<file path="config.mk">
export PLATFORM = sky130hd
export DESIGN_NAME = naval_battle_ctrl
export DESIGN_NICKNAME = d
export VERILOG_FILES = /design/src/rtl/naval_pkg.sv /design/src/rtl/naval_matrix_scan.sv /design/src/rtl/naval_battle_ctrl.sv
export SDC_FILE = /design/constraint.sdc
export NUM_CORES = 1
export LEC_CHECK = 0
export CAP_MARGIN = 20
export CORE_MARGIN = 2
export CORE_UTILIZATION = 32
export DETAILED_ROUTE_END_ITERATION = 16
export DONT_BUFFER_PORTS = 1
export GPL_ROUTABILITY_DRIVEN = 0
export MAX_ROUTING_LAYER = met4
export PLACE_DENSITY = 0.51
export SYNTH_ARGS = -nofsm -noshare
export SYNTH_HDL_FRONTEND = slang
export SYNTH_SLANG_ARGS = --single-unit
</file>
<file path="constraint.sdc">
create_clock -name clk -period 3.2 [get_ports clk]
set_input_delay 0.8 -clock clk [delete_from_list [all_inputs] [get_ports clk]]
set_output_delay 0.8 -clock clk [all_outputs]
set_load 0.01 [all_outputs]
</file>
<file path="src/rtl/naval_pkg.sv">
// Shared encodings and map indexing for the naval battle controller.
package naval_pkg;

   typedef enum logic [1:0] {
      PH_IDLE   = 2'b00,
      PH_PLACE  = 2'b01,
      PH_ATTACK = 2'b10,
      PH_OVER   = 2'b11
   } phase_e;

   typedef enum logic [1:0] {
      RES_NONE = 2'b00,
      RES_MISS = 2'b01,
      RES_HIT  = 2'b10,
      RES_REJ  = 2'b11
   } result_e;

   // Row 0 / col 0 (top-left) lives in the MSB of the flat map.
   function automatic int unsigned bit_idx(
      input int unsigned r,
      input int unsigned c,
      input int unsigned rows,
      input int unsigned cols
   );
      return (rows - 1 - r) * cols + (cols - 1 - c);
   endfunction

endpackage

</file>
<file path="src/rtl/naval_matrix_scan.sv">
// Column scanner: prescaled column counter, one-hot select, column slice.
module naval_matrix_scan #(
   parameter int ROWS     = 7,
   parameter int COLS     = 5,
   parameter int SCAN_DIV = 16
) (
   input  logic                 clk_i,
   input  logic                 rst_ni,
   input  logic [ROWS*COLS-1:0] map_i,
   output logic [COLS-1:0]      m_col_o,
   output logic [ROWS-1:0]      m_line_o
);

   localparam int CW = $clog2(COLS);

   logic [SCAN_DIV-1:0] presc_q, presc_d;
   logic [CW-1:0]       col_q, col_d;
   logic [COLS-1:0]     m_col_q, m_col_d;

   always_comb begin
      presc_d = presc_q + SCAN_DIV'(1);
      col_d   = col_q;
      m_col_d = m_col_q;
      if (presc_q == '1) begin
         col_d   = (col_q == CW'(COLS - 1)) ? '0 : col_q + CW'(1);
         m_col_d = {m_col_q[COLS-2:0], m_col_q[COLS-1]};
      end
   end

   always_ff @(posedge clk_i or negedge rst_ni) begin
      if (!rst_ni) begin
         presc_q <= '0;
         col_q   <= '0;
         m_col_q <= COLS'(1);
      end else begin
         presc_q <= presc_d;
         col_q   <= col_d;
         m_col_q <= m_col_d;
      end
   end

   always_comb begin
      m_line_o = '0;
      for (int c = 0; c < COLS; c++) begin
         if (col_q == CW'(c)) begin
            for (int j = 0; j < ROWS; j++) begin
               m_line_o[j] = map_i[j*COLS + COLS - 1 - c];
            end
         end
      end
   end

   assign m_col_o = m_col_q;

endmodule

</file>
<file path="src/rtl/naval_battle_ctrl.sv">
// Naval battle game controller: confirm edge detect, phase FSM,
// attack map, hit/shot bookkeeping and matrix display selection.
module naval_battle_ctrl
   import naval_pkg::*;
#(
   parameter int ROWS      = 7,
   parameter int COLS      = 5,
   parameter int MAX_SHOTS = 16,
   parameter int SCAN_DIV  = 16
) (
   input  logic                               clk,
   input  logic                               clr,
   input  logic                               confirm,
   input  logic [ROWS*COLS-1:0]               ship_map,
   input  logic [$clog2(ROWS)-1:0]            at_row,
   input  logic [$clog2(COLS)-1:0]            at_col,
   output logic [COLS-1:0]                    m_col,
   output logic [ROWS-1:0]                    m_line,
   output logic [1:0]                         result,
   output logic [1:0]                         phase,
   output logic                               won,
   output logic [$clog2(ROWS*COLS+1)-1:0]     hits,
   output logic [$clog2(MAX_SHOTS+1)-1:0]     shots_left
);

   localparam int N  = ROWS * COLS;
   localparam int RW = $clog2(ROWS);
   localparam int CW = $clog2(COLS);
   localparam int IW = $clog2(N);
   localparam int HW = $clog2(N + 1);
   localparam int SW = $clog2(MAX_SHOTS + 1);
   localparam logic [RW:0] ROWS_L = (RW + 1)'(ROWS);
   localparam logic [CW:0] COLS_L = (CW + 1)'(COLS);

   phase_e        state_q, state_d;
   result_e       res_q, res_d;
   logic [N-1:0]  ship_q, ship_d;
   logic [N-1:0]  att_q, att_d;
   logic [HW-1:0] fleet_q, fleet_d;
   logic [HW-1:0] hits_q, hits_d;
   logic [SW-1:0] shots_q, shots_d;
   logic          won_q, won_d;
   logic          conf_q, conf_prev_q;

   logic          pulse;
   logic [HW-1:0] pc;
   logic          in_rng;
   logic [IW-1:0] idx;
   logic [N-1:0]  disp;

   assign pulse = conf_q & ~conf_prev_q;

   always_comb begin
      pc = '0;
      for (int i = 0; i < N; i++) begin
         pc = pc + HW'(ship_map[i]);
      end
   end

   assign in_rng = ({1'b0, at_row} < ROWS_L) && ({1'b0, at_col} < COLS_L);
   assign idx    = IW'(bit_idx(32'(at_row), 32'(at_col), ROWS, COLS));

   always_comb begin
      state_d = state_q;
      res_d   = res_q;
      ship_d  = ship_q;
      att_d   = att_q;
      fleet_d = fleet_q;
      hits_d  = hits_q;
      shots_d = shots_q;
      won_d   = won_q;
      if (pulse) begin
         unique case (state_q)
            PH_IDLE: state_d = PH_PLACE;
            PH_PLACE: begin
               if (pc == '0) begin
                  res_d = RES_REJ;
               end else begin
                  ship_d  = ship_map;
                  fleet_d = pc;
                  att_d   = '0;
                  hits_d  = '0;
                  shots_d = SW'(MAX_SHOTS);
                  res_d   = RES_NONE;
                  state_d = PH_ATTACK;
               end
            end
            PH_ATTACK: begin
               if (!in_rng || att_q[idx]) begin
                  res_d = RES_REJ;
               end else begin
                  att_d[idx] = 1'b1;
                  shots_d    = shots_q - SW'(1);
                  if (ship_q[idx]) begin
                     hits_d = hits_q + HW'(1);
                     res_d  = RES_HIT;
                  end else begin
                     res_d  = RES_MISS;
                  end
                  // A final shot that sinks the fleet counts as a win.
                  if (hits_d == fleet_q) begin
                     state_d = PH_OVER;
                     won_d   = 1'b1;
                  end else if (shots_d == '0) begin
                     state_d = PH_OVER;
                     won_d   = 1'b0;
                  end
               end
            end
            PH_OVER: begin
               state_d = PH_IDLE;
               res_d   = RES_NONE;
               hits_d  = '0;
               won_d   = 1'b0;
               att_d   = '0;
            end
            default: state_d = PH_IDLE;
         endcase
      end
   end

   always_ff @(posedge clk or negedge clr) begin
      if (!clr) begin
         state_q     <= PH_IDLE;
         res_q       <= RES_NONE;
         ship_q      <= '0;
         att_q       <= '0;
         fleet_q     <= '0;
         hits_q      <= '0;
         shots_q     <= '0;
         won_q       <= 1'b0;
         conf_q      <= 1'b0;
         conf_prev_q <= 1'b0;
      end else begin
         state_q     <= state_d;
         res_q       <= res_d;
         ship_q      <= ship_d;
         att_q       <= att_d;
         fleet_q     <= fleet_d;
         hits_q      <= hits_d;
         shots_q     <= shots_d;
         won_q       <= won_d;
         conf_q      <= confirm;
         conf_prev_q <= conf_q;
      end
   end

   always_comb begin
      disp = '0;
      unique case (state_q)
         PH_IDLE:   disp = '0;
         PH_PLACE:  disp = ship_map;
         PH_ATTACK: disp = att_q;
         PH_OVER:   disp = ship_q | att_q;
         default:   disp = '0;
      endcase
   end

   naval_matrix_scan #(
      .ROWS     (ROWS),
      .COLS     (COLS),
      .SCAN_DIV (SCAN_DIV)
   ) u_scan (
      .clk_i    (clk),
      .rst_ni   (clr),
      .map_i    (disp),
      .m_col_o  (m_col),
      .m_line_o (m_line)
   );

   assign result     = res_q;
   assign phase      = state_q;
   assign won        = won_q;
   assign hits       = hits_q;
   assign shots_left = shots_q;

endmodule

</file>
==> results of run 1 <==
==> area by class of cell <==
cell class,instances,area [µm²],share of cell area (%)
Clock inverter,10,96.3,0.845
Multi-Input combinational cell,621,5400,47.3
Inverter,99,385,3.38
Tap cell,330,413,3.62
Timing Repair Buffer,166,1680,14.7
Clock buffer,22,474,4.16
Sequential cell,118,2960,25.9
==> cells in the mapped netlist, types with 4 or more instances <==
library cell  number  share of area (%)
a22o_1             6               0.63
nor3_1            13               0.79
o211ai_1           4               0.36
buf_6              5               0.68
mux2i_1           18                2.2
nor2_1            59                2.7
o221ai_1           6               0.63
a22oi_1            5               0.45
xor2_1            11                1.2
a221oi_1          21                2.2
and2_1             6               0.45
and3_1             8               0.60
fa_1              30                7.2
a32o_1            16                1.9
nor2b_1           11               0.83
nand2_1           82                3.7
o22ai_1            7               0.53
a21o_1             4               0.36
a21oi_1           52                3.1
clkbuf_1          28                1.3
o21ai_0           62                3.7
nor4_1             7               0.53
inv_1             98                4.4
nand2b_1           7               0.53
buf_2              6               0.36
xnor2_1           16                1.7
mux2_2            47                6.4
nand4_1            4               0.30
nand3b_1           6               0.54
nand3_1           17                1.0
buf_1              4               0.18
ha_1              32                4.8
dfrtp_1          117                 35
a31oi_1            7               0.53
==> through the flow <==
step	power, mW	cells
2_1_floorplan	5.97	883
3_3_place_gp	7.69	1291
3_5_place_dp	7.71	1291
4_1_cts	10.4	1353
5_1_grt	11.4	1366
6_report	10.7	1366
==> power breakdown <==
part / switching, mW / internal, mW
logic: 2.86 / 3.29
clock network: 0.748 / 1.13
registers: 0.662 / 1.97
total: 4.27 / 6.40
==> how the worst max path moves through the flow <==
stage,start,to,cells past startpoint
global route,ship_map[11],phase[1]$_DFFE_PN0P_,23
CTS,ship_map[17],ship_q[17]$_DFFE_PN0P_,17
floorplan,ship_map[17],att_q[9]$_DFFE_PN0P_,20
finish,ship_map[11],ship_q[9]$_DFFE_PN0P_,23
detailed placement,ship_map[17],att_q[27]$_DFFE_PN0P_,21
global placement,ship_map[17],att_q[16]$_DFFE_PN0P_,21
==> flip-flops by register name, indices dropped and copies added, names as in the netlist <==
signal	cells
att_q	35
conf_prev_q	1
conf_q	1
fleet_q	6
hits	6
phase	2
result	2
ship_q	35
shots_left	5
u_scan.col_q	3
u_scan.m_col_o	5
u_scan.presc_q	16
won	1
==> worst max-delay path, cell delays in order <==
cell and delay [ns]:
inv_8 0.01, fa_1 0.53, inv_1 0.05, fa_1 0.48, inv_1 0.05, fa_1 0.50
fa_1 0.43, fa_1 0.52, fa_1 0.41, inv_1 0.08, fa_2 0.20, inv_2 0.04
fa_2 0.35, nor2b_1 0.15, o21ai_2 0.08, nor3b_4 0.17, nor2_1 0.19, nor3b_2 0.07
buf_4 0.14, nor2_4 0.10, buf_12 0.14, buf_12 0.15, mux2_2 0.34
==> cell families (layout without fill, tap and decap cells) <==
family | count (synthesis) | count (layout) | share of synthesized area (%)
multiplexers | 69 | 69 | 9.42
XOR/XNOR | 29 | 29 | 3.38
AND/OR/NAND/NOR | 238 | 238 | 14.0
buffers and inverters | 144 | 297 | 7.16
AO/OA/AOI/OAI | 223 | 223 | 18.3
adder cells (fa/ha/maj) | 62 | 62 | 12.1
flip-flops | 118 | 118 | 35.7
==> per-layer routing <==
layer	up-vias	wire, µm	global-route usage [%]
li1	3395	-	-
met1	3609	12500	27.6
met2	252	13000	33.1
met3	52	1680	4.57
met4	0	811	7.27
met5	-	0	-
==> timing repair <==
action / CTS / global route
setup buffers: 25 / 12
cloned: 6 / 2
endpoints found under the setup margin: 99 / 99
pin swaps: 35 / 43
resized for setup: 112 / 50
==> results by group, run 1 <==
Outcome
  • Status: complete, but fails checks
  • Failing checks: negative setup slack

Synth
  • Post-synth cell types: 77
  • #FFs+latches synth: 118
  • Syn Std Cell Area: 8280 µm²
  • Number of synthesized flops with an enable pin: 0
  • Seq/Total Area, Yosys: 35.7%
  • Syn nets: 989
  • Async SR Flop Fraction: 100%
  • Synth Warn #: 0
  • Mean post-synth cell area: 9.38 µm²
  • Synth Flop Type: dfrtp_1
  • Syn Inst Count: 883

Route
  • Vias: 7308
  • DR DRC count: 0
  • Avg Vias per Cell: 5.35
  • Initial drt markers: 700
  • DR pass1 iterations: 5
  • Drt total wl: 28.0 mm
  • Avg WL per Cell: 20.5 µm
  • Antenna-violating nets left: 0

STA
  • Period utilisation layout: 178%
  • Worst hold margin: 0.0699 ns
  • RSZ-0062 raised after global routing: true
  • Period minus WS final: 5.71 ns
  • Final-report max-slew violation count: 0
  • F_max: 175 MHz
  • Slew @ Worst Pin: 0.655 ns
  • Final worst slack: -2.51 ns
  • # setup viols final: 99
  • Post-Route Skew: 0.00824 ns
  • Setup TNS: -224.60 ns
  • Final hold vios: 0
  • Worst rel slew slack: 56.3%

Setup path
  • Worst setup SP type: input port
  • CP max FO: 15
  • R2R Setup Slk: 0.39 ns
  • Worst R2R Start: ship_q[28]$_DFFE_PN0P_
  • Crit path capture type: flop
  • Worst Path Arrival: 6.01 ns
  • Critical R2R Capture: won$_DFFE_PN0P_
  • WP data required: 3.50 ns
  • Reg2Reg Depth: 10
  • Kind of critical path: input port to flop

Clocking
  • Worst-path clk slew: 0.06 ns
  • Total CTS buffers: 17
  • Clk buf depth: 2
  • CTS tree: built
  • Htree depth: 4
  • Hold Buf Count CTS: 0
  • Clock root buffer: clkbuf_16
  • Clk sinks: 118
  • Clock Latency Late Sink: 0.43 ns

Cells and area
  • N_diodes: 0
  • Design area: 11400 µm²
  • Fillers: 2382
  • Area grow syn2layout: 37.6%
  • Layout cell share with drive strength beyond 1: 36.5%
  • Most common cell after layout, fill and taps aside: buf_4
  • Final Util: 45.0%
  • Most frequent cells in the layout: buf_4 (123), dfrtp_1 (116), inv_1 (85), nand2_1 (70), nor2_1 (53)
  • Nets: 1129

GRT
  • Vias in the first global route: 7076
  • Total grt overflow: 0
  • Pin count of the biggest net entering global routing: 119
  • First-pass GRT wire length: 41.6 mm
  • Initial antenna violation count: 0
  • Total GRT Usage: 21.3%

Floorplan
  • Die Y: 165 µm
  • Starting Density: 32.7%
  • Die Span X: 165 µm
  • Die Footprint: 27200 µm²
  • Num rows: 58
  • Core area: 25300 µm²
  • Io pins: 72

Placement
  • PortBufs: 0
  • Pre-CTS WS: -2.97 ns
  • Placed cell area: 9740 µm²
  • Hpwl dp: 20.1 mm

Pwr
  • Static Leakage: 5.06 nW
  • Max IR drop VDD: 0.769 mV
  • Cell Pwr Density: 936 nW/µm²

Run
  • Max-cap viol count: 0

Worst hold path
  • Worst Hold Class: input port to async pin
(Power assumes the default switching activity.)
==> run 2: changes to the inputs <==
--- a/config.mk
+++ b/config.mk
@@ -8,11 +8,13 @@
 export CAP_MARGIN = 20
 export CORE_MARGIN = 2
 export CORE_UTILIZATION = 32
+export CTS_CLUSTER_SIZE = 8
 export DETAILED_ROUTE_END_ITERATION = 16
 export DONT_BUFFER_PORTS = 1
 export GPL_ROUTABILITY_DRIVEN = 0
 export MAX_ROUTING_LAYER = met4
 export PLACE_DENSITY = 0.51
+export SLEW_MARGIN = 10
 export SYNTH_ARGS = -nofsm -noshare
 export SYNTH_HDL_FRONTEND = slang
 export SYNTH_SLANG_ARGS = --single-unit
==> results of run 2 <==
Same layout as run 1: the final DEF is identical, and so are final timing and power.
